--- src/rtl/multicycle_ctrl_pkg.sv ---
// Shared constants and types for the multi-cycle controller: instruction
// field encodings, ALU mnemonics, FSM states and the decoded control word.
package multicycle_ctrl_pkg;

  // Opcode field, instr[8:6]
  localparam logic [2:0] opLW    = 3'b000;
  localparam logic [2:0] opSW    = 3'b001;
  localparam logic [2:0] opADD   = 3'b010;
  localparam logic [2:0] opSUB   = 3'b011;
  localparam logic [2:0] opCEQ   = 3'b100;
  localparam logic [2:0] opCLT   = 3'b101;
  localparam logic [2:0] opSEI   = 3'b110;
  localparam logic [2:0] opOTHER = 3'b111;

  // Function field, instr[2:0], meaningful only for opOTHER.
  // fnB0/fnB1 differ only in bit 0, which is the flag value that takes the branch.
  localparam logic [2:0] fnSHIFTL_X = 3'b000;
  localparam logic [2:0] fnSHIFTL_F = 3'b001;
  localparam logic [2:0] fnSHIFTL_O = 3'b010;
  localparam logic [2:0] fnSHIFTR_X = 3'b011;
  localparam logic [2:0] fnSHIFTR_F = 3'b100;
  localparam logic [2:0] fnSHIFTR_O = 3'b101;
  localparam logic [2:0] fnB0       = 3'b110;
  localparam logic [2:0] fnB1       = 3'b111;

  // ALU operation mnemonics (op_mne)
  localparam logic [2:0] mneADD = 3'd0;
  localparam logic [2:0] mneSUB = 3'd1;
  localparam logic [2:0] mneCLR = 3'd2;
  localparam logic [2:0] mneLSH = 3'd3;
  localparam logic [2:0] mneRSH = 3'd4;

  typedef enum logic [2:0] {
    IDLE, FETCH, DECODE, EXEC, MEM, WB, HALT, ERR
  } ctrl_state_t;

  typedef enum logic [1:0] {
    FILL_ZERO = 2'd0,
    FILL_FLAG = 2'd1,
    FILL_ONES = 2'd2
  } shift_fill_t;

  typedef struct packed {
    logic [2:0]  alu_op;
    shift_fill_t shift_fill;
    logic        imm_sel;
    logic        reg_we;
    logic        mem_to_reg;
    logic        flag_we;
    logic        is_mem;
    logic        is_store;
    logic        is_branch;
  } ctrl_word_t;

endpackage

--- src/rtl/multicycle_ctrl_decode.sv ---
// Purely combinational instruction decoder: 9-bit instruction word in,
// control word out. The register fields in instr[5:3] belong to the datapath.
module ctrl_decode
  import multicycle_ctrl_pkg::*;
(
  input  logic [8:0] instr,
  output ctrl_word_t ctrl
);

  logic [2:0] opcode;
  logic [2:0] funct;
  logic       unusedRegField;

  assign opcode         = instr[8:6];
  assign funct          = instr[2:0];
  assign unusedRegField = ^instr[5:3];

  // Map opcode/function to ALU operation, operand select and write-back controls
  always_comb begin
    ctrl = '0;
    ctrl.shift_fill = FILL_ZERO;
    case (opcode)
      opLW: begin
        ctrl.alu_op     = mneADD;
        ctrl.imm_sel    = 1'b1;
        ctrl.reg_we     = 1'b1;
        ctrl.mem_to_reg = 1'b1;
        ctrl.is_mem     = 1'b1;
      end
      opSW: begin
        ctrl.alu_op   = mneADD;
        ctrl.imm_sel  = 1'b1;
        ctrl.is_mem   = 1'b1;
        ctrl.is_store = 1'b1;
      end
      opADD: begin
        ctrl.alu_op = mneADD;
        ctrl.reg_we = 1'b1;
      end
      opSUB: begin
        ctrl.alu_op = mneSUB;
        ctrl.reg_we = 1'b1;
      end
      opCEQ, opCLT: begin
        ctrl.alu_op  = mneSUB;
        ctrl.flag_we = 1'b1;
      end
      opSEI: begin
        ctrl.alu_op  = mneCLR;
        ctrl.imm_sel = 1'b1;
        ctrl.reg_we  = 1'b1;
      end
      default: begin
        case (funct)
          fnSHIFTL_X: begin ctrl.alu_op = mneLSH; ctrl.shift_fill = FILL_ZERO; ctrl.reg_we = 1'b1; end
          fnSHIFTL_F: begin ctrl.alu_op = mneLSH; ctrl.shift_fill = FILL_FLAG; ctrl.reg_we = 1'b1; end
          fnSHIFTL_O: begin ctrl.alu_op = mneLSH; ctrl.shift_fill = FILL_ONES; ctrl.reg_we = 1'b1; end
          fnSHIFTR_X: begin ctrl.alu_op = mneRSH; ctrl.shift_fill = FILL_ZERO; ctrl.reg_we = 1'b1; end
          fnSHIFTR_F: begin ctrl.alu_op = mneRSH; ctrl.shift_fill = FILL_FLAG; ctrl.reg_we = 1'b1; end
          fnSHIFTR_O: begin ctrl.alu_op = mneRSH; ctrl.shift_fill = FILL_ONES; ctrl.reg_we = 1'b1; end
          default:    ctrl.is_branch = 1'b1;
        endcase
      end
    endcase
  end

endmodule

--- src/rtl/multicycle_ctrl.sv ---
// Multi-cycle control FSM: fetches over a req/ack handshake, decodes, and
// sequences ALU, memory and write-back control with timeout and retire count.
module multicycle_ctrl
  import multicycle_ctrl_pkg::*;
#(
  parameter int MEM_TIMEOUT = 8,
  parameter int CNT_W       = 16
)
(
  input  logic             clk,
  input  logic             rst_n,
  input  logic             start,
  input  logic             halt_req,
  input  logic [8:0]       instr,
  input  logic             imem_ack,
  input  logic             dmem_ack,
  input  logic             cond_flag,
  output logic             imem_req,
  output logic             dmem_req,
  output logic             dmem_we,
  output logic             ir_load,
  output logic [2:0]       alu_op,
  output logic [1:0]       shift_fill,
  output logic             imm_sel,
  output logic             reg_we,
  output logic             mem_to_reg,
  output logic             flag_we,
  output logic             pc_en,
  output logic             pc_branch,
  output logic             busy,
  output logic             done,
  output logic             err,
  output logic [CNT_W-1:0] retired
);

  localparam int            TW           = $clog2(MEM_TIMEOUT + 1);
  localparam logic [TW-1:0] TIMEOUT_LAST = TW'(MEM_TIMEOUT - 1);

  ctrl_state_t   state;
  ctrl_state_t   nextState;
  ctrl_state_t   fetchOrHalt;
  logic [8:0]    irReg;
  ctrl_word_t    decWord;
  ctrl_word_t    ctrlReg;
  logic [TW-1:0] timeoutCnt;
  logic          timeoutHit;
  logic          branchTaken;

  ctrl_decode uDecode (
    .instr (irReg),
    .ctrl  (decWord)
  );

  // halt_req only matters at the moment the FSM would enter FETCH, so it is
  // folded into every transition toward FETCH and imem_req never rises.
  assign fetchOrHalt = halt_req ? HALT : FETCH;
  assign timeoutHit  = (timeoutCnt == TIMEOUT_LAST);
  assign branchTaken = (cond_flag == irReg[0]);

  // State register
  always_ff @(posedge clk or negedge rst_n) begin
    if (!rst_n) state <= IDLE;
    else        state <= nextState;
  end

  // Next-state logic and per-state control outputs
  always_comb begin
    nextState  = state;
    imem_req   = 1'b0;
    dmem_req   = 1'b0;
    dmem_we    = 1'b0;
    ir_load    = 1'b0;
    alu_op     = 3'd0;
    shift_fill = 2'd0;
    imm_sel    = 1'b0;
    reg_we     = 1'b0;
    mem_to_reg = 1'b0;
    flag_we    = 1'b0;
    pc_en      = 1'b0;
    pc_branch  = 1'b0;
    case (state)
      IDLE: begin
        if (start) nextState = fetchOrHalt;
      end
      FETCH: begin
        imem_req = 1'b1;
        if (imem_ack) begin
          ir_load   = 1'b1;
          nextState = DECODE;
        end else if (timeoutHit) begin
          nextState = ERR;
        end
      end
      DECODE: nextState = EXEC;
      EXEC: begin
        alu_op     = ctrlReg.alu_op;
        shift_fill = ctrlReg.shift_fill;
        imm_sel    = ctrlReg.imm_sel;
        if (ctrlReg.is_branch) begin
          pc_en     = 1'b1;
          pc_branch = branchTaken;
          nextState = fetchOrHalt;
        end else if (ctrlReg.is_mem) begin
          nextState = MEM;
        end else begin
          nextState = WB;
        end
      end
      MEM: begin
        dmem_req = 1'b1;
        dmem_we  = ctrlReg.is_store;
        alu_op   = ctrlReg.alu_op;
        if (dmem_ack) begin
          if (ctrlReg.is_store) begin
            pc_en     = 1'b1;
            nextState = fetchOrHalt;
          end else begin
            nextState = WB;
          end
        end else if (timeoutHit) begin
          nextState = ERR;
        end
      end
      WB: begin
        pc_en      = 1'b1;
        reg_we     = ctrlReg.reg_we;
        mem_to_reg = ctrlReg.mem_to_reg;
        flag_we    = ctrlReg.flag_we;
        nextState  = fetchOrHalt;
      end
      HALT:    nextState = HALT;
      ERR:     nextState = ERR;
      default: nextState = ERR;
    endcase
  end

  assign busy = (state != IDLE) && (state != HALT) && (state != ERR);
  assign done = (state == HALT);
  assign err  = (state == ERR);

  // Capture the instruction on fetch ack and latch its control word in DECODE
  always_ff @(posedge clk or negedge rst_n) begin
    if (!rst_n) begin
      irReg   <= '0;
      ctrlReg <= '0;
    end else begin
      if (state == FETCH && imem_ack) irReg <= instr;
      if (state == DECODE) ctrlReg <= decWord;
    end
  end

  // Request timeout counter: restarts on every state change, counts unacked cycles
  always_ff @(posedge clk or negedge rst_n) begin
    if (!rst_n) begin
      timeoutCnt <= '0;
    end else if (nextState != state || state == IDLE) begin
      timeoutCnt <= '0;
    end else if ((state == FETCH && !imem_ack) || (state == MEM && !dmem_ack)) begin
      timeoutCnt <= timeoutCnt + TW'(1);
    end
  end

  // Saturating retired-instruction counter, cleared while idle
  always_ff @(posedge clk or negedge rst_n) begin
    if (!rst_n) begin
      retired <= '0;
    end else if (state == IDLE) begin
      retired <= '0;
    end else if (pc_en && retired != {CNT_W{1'b1}}) begin
      retired <= retired + CNT_W'(1);
    end
  end

endmodule

--- config.mk ---
export PLATFORM = sky130hd
export DESIGN_NAME = multicycle_ctrl
export DESIGN_NICKNAME = d
export VERILOG_FILES = /design/src/rtl/multicycle_ctrl_pkg.sv /design/src/rtl/multicycle_ctrl_decode.sv /design/src/rtl/multicycle_ctrl.sv
export SDC_FILE = /design/constraint.sdc
export NUM_CORES = 1
export LEC_CHECK = 0
export ABC_AREA = 1
export CORE_MARGIN = 2
export CORE_UTILIZATION = 43
export DETAILED_ROUTE_END_ITERATION = 12
export PLACE_DENSITY = 0.68
export SLEW_MARGIN = 20
export SYNTH_ARGS = -nofsm -noshare
export SYNTH_HDL_FRONTEND = slang
export SYNTH_SLANG_ARGS = --single-unit
--- constraint.sdc ---
create_clock -name clk -period 2.2 [get_ports clk]
set_input_delay 0.55 -clock clk [delete_from_list [all_inputs] [get_ports clk]]
set_output_delay 0.55 -clock clk [all_outputs]
set_load 0.01 [all_outputs]
==> impl_metrics.toml, run 1 <==
[outcome]
outcome = "complete, but fails checks"
violations = "setup timing"

[timing]
max_freq_mhz = 445
slew-limit-headroom = 0.649
period_needed_ps = 2250
final-setup-viol-count = 2
skew_ps = 7.79
worst_pin_slew_ps = 526
finalWorstSetupSlack_ps = -47.4
hold_viol = 0
final.period_utilization = 1.02
grt_setup_unrepaired = "true"
maxSlewViolCount = 0

[cells_and_area]
final_cell_mix = "nand2_1 (64), inv_1 (45), nor2_1 (41), dfrtp_1 (39)"
stdcell_count = 486
drive_gt1_frac = 0.180
fin_area_sq_mm = 0.00336
layout_commonest_cell = "nand2_1"
antennaDiodeCount = 0
areaGrowthSynthToFinish_pct = 30.9
final_util = 0.575
nNetsFinal = 428

[worst_setup_path]
cp-start-kind = "flop"
crit_required_ps = 1650
reg2reg_setup_slack_ps = 250
ff2ff_path_depth = 12
critPathSlowestCell = "dfrtp_2"
reg2reg_from = "state[0]"
slowest_delay_ps = 470
cp_common_cell = "buf_4"
cp_cell_sequence = "buf_4, buf_4, nand2_4, inv_2, nor2_4, nor2_1, dlygate4sd2_1"
critical_path_arrival_ps = 1700
endpoint_kind = "output pin"
worstSetupPathType = "reg -> out"
r2r-end = "timeoutCnt[1]"
critPathMaxFanout = 5

[pwr]
power_density_mw_per_mm2 = 1110
p_leak_nw = 1.65
ir_drop_v = 0.000522

[synthesis]
synthTopCellsByArea = "dfrtp_1 (40%), nand2_1 (9.4%), inv_1 (6.6%), nor2_1 (6.1%), nand3_1 (5.8%)"
synth_cells = 338
yosysSeqAreaShare = 0.399
synth_top_area_cell = "dfrtp_1"
ys_seq_elements = 41
synth_nets = 356
syn_area_sq_mm = 0.00257
synth.distinct_cells = 41
synth_top_area_frac = 0.399
yosysWarnings = 0
syn_area_per_cell_sq_um = 7.60

[clock_network]
clk_pin_slew_ps = 90
cts_buffers = 5
cts_buffer_depth = 2
cts_tree = "done"
clk_latency_ps = 300
cts.sinks = 41
cts-htree-levels = 2
ctsHoldBuffers = 0
cts-root-buf = "clkbuf_8"

[grt]
grt_max_degree = 42
grt_pass1_vias = 2227
grt_pass1_wl_um = 9940
grt-ovfl-total = 0
track_usage = 0.193
antenna_found_initial = 0

[drt]
wirelength_um = 6160
drt-vias-per-instance = 5.01
final_antenna_net_count = 0
drc_errors = 0
dr.pass1.iters = 5
wl_per_cell_um = 12.7
num_vias = 2433
initialDrtViolationCount = 116

[hold_path]
hold_class = "in -> async"

[floorplanning]
die_h_um = 81.3
die_w_um = 81.3
boundaryPins = 50
core-area_sq_mm = 0.00585
rows = 28
start_util = 0.439
die_area_sq_mm = 0.00661

[place]
placed_cells = 470
portBuffers = 46
pre_cts_ws_ps = -306
dp_hpwl_um = 4510
place.gp.congestion = 0.881
dpl_cell_area_sq_mm = 0.00320

[job]
maxCapViolations = 0
-- report_power, final --
group          internal (mW)  total (mW)  leakage, nW  switching, mW
combinational          0.854        2.11         1.07           1.25
sequential             0.947        1.13        0.540          0.182
clock                  0.224       0.502       0.0374          0.278
total                   2.02        3.74         1.65           1.71
-- critical path: cells and delay by family (launching register included) --
kind | cells | cell delay, ps
buffers and inverters | 4 | 650
and+or+nand+nor | 3 | 280
DFF | 1 | 470
-- sequential cells by signal, indices dropped and copies added, names as in the netlist --
signal and cells:
retired 16, timeoutCnt 4, state 3, irReg 6
ctrlReg 12
-- cell families after synthesis --
logic type                 Yosys count  share of synthesized area
and+or+nand+nor                    176                      0.340
buffers and inverters               57                     0.0969
AOI/OAI and AO/OA                   52                      0.118
DFF                                 41                      0.399
xor gates and xnor gates             9                     0.0307
adders and majority gates            2                    0.00974
muxes                                1                    0.00438
-- per-layer routing --
| metal | vias to the layer above | GRT usage | share of wire | routed length (um) |
|---|---|---|---|---|
| li1 | 1240 | - | - | - |
| met1 | 1122 | 0.236 | 0.43 | 2670 |
| met2 | 64 | 0.349 | 0.51 | 3130 |
| met3 | 7 | 0.0356 | 0.049 | 303 |
| met4 | 0 | 0.0492 | 0.0086 | 53 |
| met5 | - | 0 | 0 | 0 |
-- timing repair --
item                                    4_1_cts  5_1_grt
setup buffers                                 3        5
endpoints found under the setup margin       18       11
pin swaps                                     0        1
resized for setup                            14       19
-- synthesized netlist by cell type (all sizes together) --
cell	instances
xor2	6
nand3	35
o31ai	3
a21oi	13
a32oi	1
clkbuf	1
o22ai	1
nor2	48
buf	5
xnor2	3
inv	51
a31oi	2
o211ai	1
nand4	7
or2	1
o32ai	1
o21ai	28
o21bai	1
nor4	1
dfrtp	41
nand2	73
a22oi	1
nand3b	1
mux2	1
nor3	10
ha	2
-- worst max-delay path by stage --
| stage | from | endpoint | slack, ps | depth (start not counted) |
|---|---|---|---|---|
| final | state[2] | alu_op[1] | -50 | 7 |
| after detailed placement | dmem_ack | pc_en | -310 | 4 |
| after CTS | state[1] | reg_we | -180 | 5 |
| after global placement | dmem_ack | pc_en | -290 | 4 |
| after floorplan | retired[0] | retired[6] | 590 | 8 |
| after global routing | state[2] | alu_op[1] | -90 | 7 |
-- final cells by class --
cell class / instances / area [sq um]
multi-input cells: 240 / 1310
flip-flops and latches: 41 / 1030
inverters: 51 / 201
clock buffers: 6 / 72.6
fillers: 584 / 2490
well taps: 75 / 93.8
clock inverters: 2 / 15.0
repair buffers: 71 / 643
-- metrics by stage --
step	total power, mW	hold WS (ps)	TNS [ps]
after floorplan	2.48	254	0
after global placement	3.08	503	-448
after detailed placement	3.13	521	-485
after CTS	3.65	327	-1080
after global routing	4.03	370	-269
final	3.74	310	-63.4
Power figures use the tool's default switching activity.
==> run 2: changes to the inputs <==
--- a/config.mk
+++ b/config.mk
@@ -8,6 +8,8 @@
 export ABC_AREA = 1
 export CORE_MARGIN = 2
 export CORE_UTILIZATION = 43
+export CTS_BUF_LIST = sky130_fd_sc_hd__clkbuf_4
+export CTS_CLUSTER_SIZE = 30
 export DETAILED_ROUTE_END_ITERATION = 12
 export PLACE_DENSITY = 0.68
 export SLEW_MARGIN = 20
==> run 2 against run 1 <==
The run now ends clean. Maximum frequency is 3.9% higher. Cell area about the same. Critical path depth shrank 1. Sequential share of layout area about the same. Utilization hardly changed. Die area unchanged. Sequential power about the same. Combinational power rose by 4%. Worst hold slack worse by 77 ps. Clock power down 19%. Via count up 1.9%. Critical endpoint is now dmem_req. Largest cell class unchanged. Highest routed layer unchanged.
==> impl_metrics.toml, run 2 (synthesis gave the netlist of run 1 again) <==
[drt]
wirelength_um = 6240
final_antenna_net_count = 0
drt-vias-per-instance = 5.04
dr.pass1.iters = 4
num_vias = 2480
initialDrtViolationCount = 108
drc_errors = 0
wl_per_cell_um = 12.7

[floorplanning]
die_h_um = 81.3
die_area_sq_mm = 0.00661
die_w_um = 81.3
core-area_sq_mm = 0.00585
boundaryPins = 50
rows = 28
start_util = 0.439

[pwr]
p_int_mw = 1.99
p_leak_nw = 1.63
ir_drop_v = 0.000505
comb_power_share = 0.592
pwr-share-seq = 0.299
switching_power_mw = 1.73
clkPwrFrac = 0.110
power_density_mw_per_mm2 = 1110
swShare = 0.465

[grt]
track_usage = 0.197
grt_pass1_vias = 2259
grt_max_degree = 42
antenna_found_initial = 0
grt-ovfl-total = 0
grt_pass1_wl_um = 10100

[worst_setup_path]
cp_cell_sequence = "buf_4, nor2_8, nand2_4, inv_4, buf_4, clkdlybuf4s15_2"
worstSetupPathType = "reg -> out"
reg2reg_from = "state[0]"
cpLargestDelayFamily = "buffers and inverters"
cp-start-kind = "flop"
critPathMaxFanout = 7
r2r-end = "timeoutCnt[1]"
reg2reg_setup_slack_ps = 270
slowest_delay_ps = 480
critPathSlowestCell = "dfrtp_2"
crit_required_ps = 1650
critical_path_arrival_ps = 1610
endpoint_kind = "output pin"
critPathBufInv = 4
cp_common_cell = "buf_4"
ff2ff_path_depth = 12

[timing]
max_freq_mhz = 462
finalWorstSetupSlack_ps = 37.0
timing.hold.ws_ps = 233
final.period_utilization = 0.983
final-setup-viol-count = 0
worst_pin_slew_ps = 527
slew-limit-headroom = 0.649
skew_ps = 11.4
maxSlewViolCount = 0
hold_viol = 0
grt_setup_unrepaired = "true"
period_needed_ps = 2160

[cells_and_area]
layout_commonest_cell = "nand2_1"
nNetsFinal = 434
reg_top3 = "retired (16), ctrlReg (12), irReg (6)"
fin_area_sq_mm = 0.00336
final_cell_mix = "nand2_1 (64), inv_1 (45), nor2_1 (41), dfrtp_1 (39), buf_4 (30)"
stdcell_count = 492
antennaDiodeCount = 0
areaGrowthSynthToFinish_pct = 30.8
regMostFlops = "retired"
final_util = 0.574
drive_gt1_frac = 0.206
largest_reg_flops = 16

[outcome]
outcome = "completed"

[place]
place.gp.congestion = 0.881
portBuffers = 46
pre_cts_ws_ps = -306
dp_hpwl_um = 4510
dpl_cell_area_sq_mm = 0.00320
placed_cells = 470

[clock_network]
cts_tree = "done"
clk_pin_slew_ps = 130
cts_buffer_depth = 2
cts-root-buf = "clkbuf_4"
cts-htree-levels = 2
ctsHoldBuffers = 0
cts.sinks = 41
clk_latency_ps = 370
cts_buffers = 5

[hold_path]
hold_class = "in -> async"

[job]
maxCapViolations = 0
run 2: changes by cell type in the layout (fill, tap and decap cells not counted), sizes merged:
cell,before,now
clkdlybuf4s50,29,27
buf,27,36
clkbuf,9,10
dlymetal6s2s,7,5
run 2: per-layer routing:
layer	GRT usage	vias up	wire length (um)
met3	0.0400	8	295
met4	0.0542	0	67
li1	-	1255	-
met5	0	-	0
met1	0.235	1149	2650
met2	0.358	68	3230
run 2: worst max-delay path by stage:
stage	cells after the start	start	endpoint
after floorplan	8	retired[0]	retired[6]
after global placement	4	dmem_ack	pc_en
after detailed placement	4	dmem_ack	pc_en
after CTS	5	state[1]	reg_we
after global routing	6	state[0]	dmem_req
final	6	state[0]	dmem_req
run 2: area by class of cell:
type                    count  area [sq um]
well taps                  75          93.8
clock inverters             2          15.0
clock buffers               6          45.0
flip-flops and latches     41          1030
repair buffers             77           661
inverters                  51           204
multi-input cells         240          1310
fillers                   590          2490
run 2: stage by stage:
step,TNS (ps),power (mW)
4_1_cts,-930,3.64
6_report,0,3.73
5_1_grt,-73.6,4.02
3_5_place_dp,-485,3.13
3_3_place_gp,-448,3.08
2_1_floorplan,0,2.48
run 2: what timing repair did:
item                                    in CTS  in global routing
pin swaps                                    2                  4
endpoints found under the hold margin        0                  0
resized for setup                           31                 17
buffers inserted                             9                  6
endpoints found under the setup margin      18                 14
run 2: power groups by stage:
stage / logic [mW] / clock network, mW / registers [mW]
finish: 2.20 / 0.408 / 1.11
global placement: 1.92 / 0 / 1.15
CTS: 2.10 / 0.415 / 1.12
floorplan: 1.41 / 0 / 1.07
global route: 2.43 / 0.442 / 1.14
detailed placement: 1.96 / 0 / 1.17
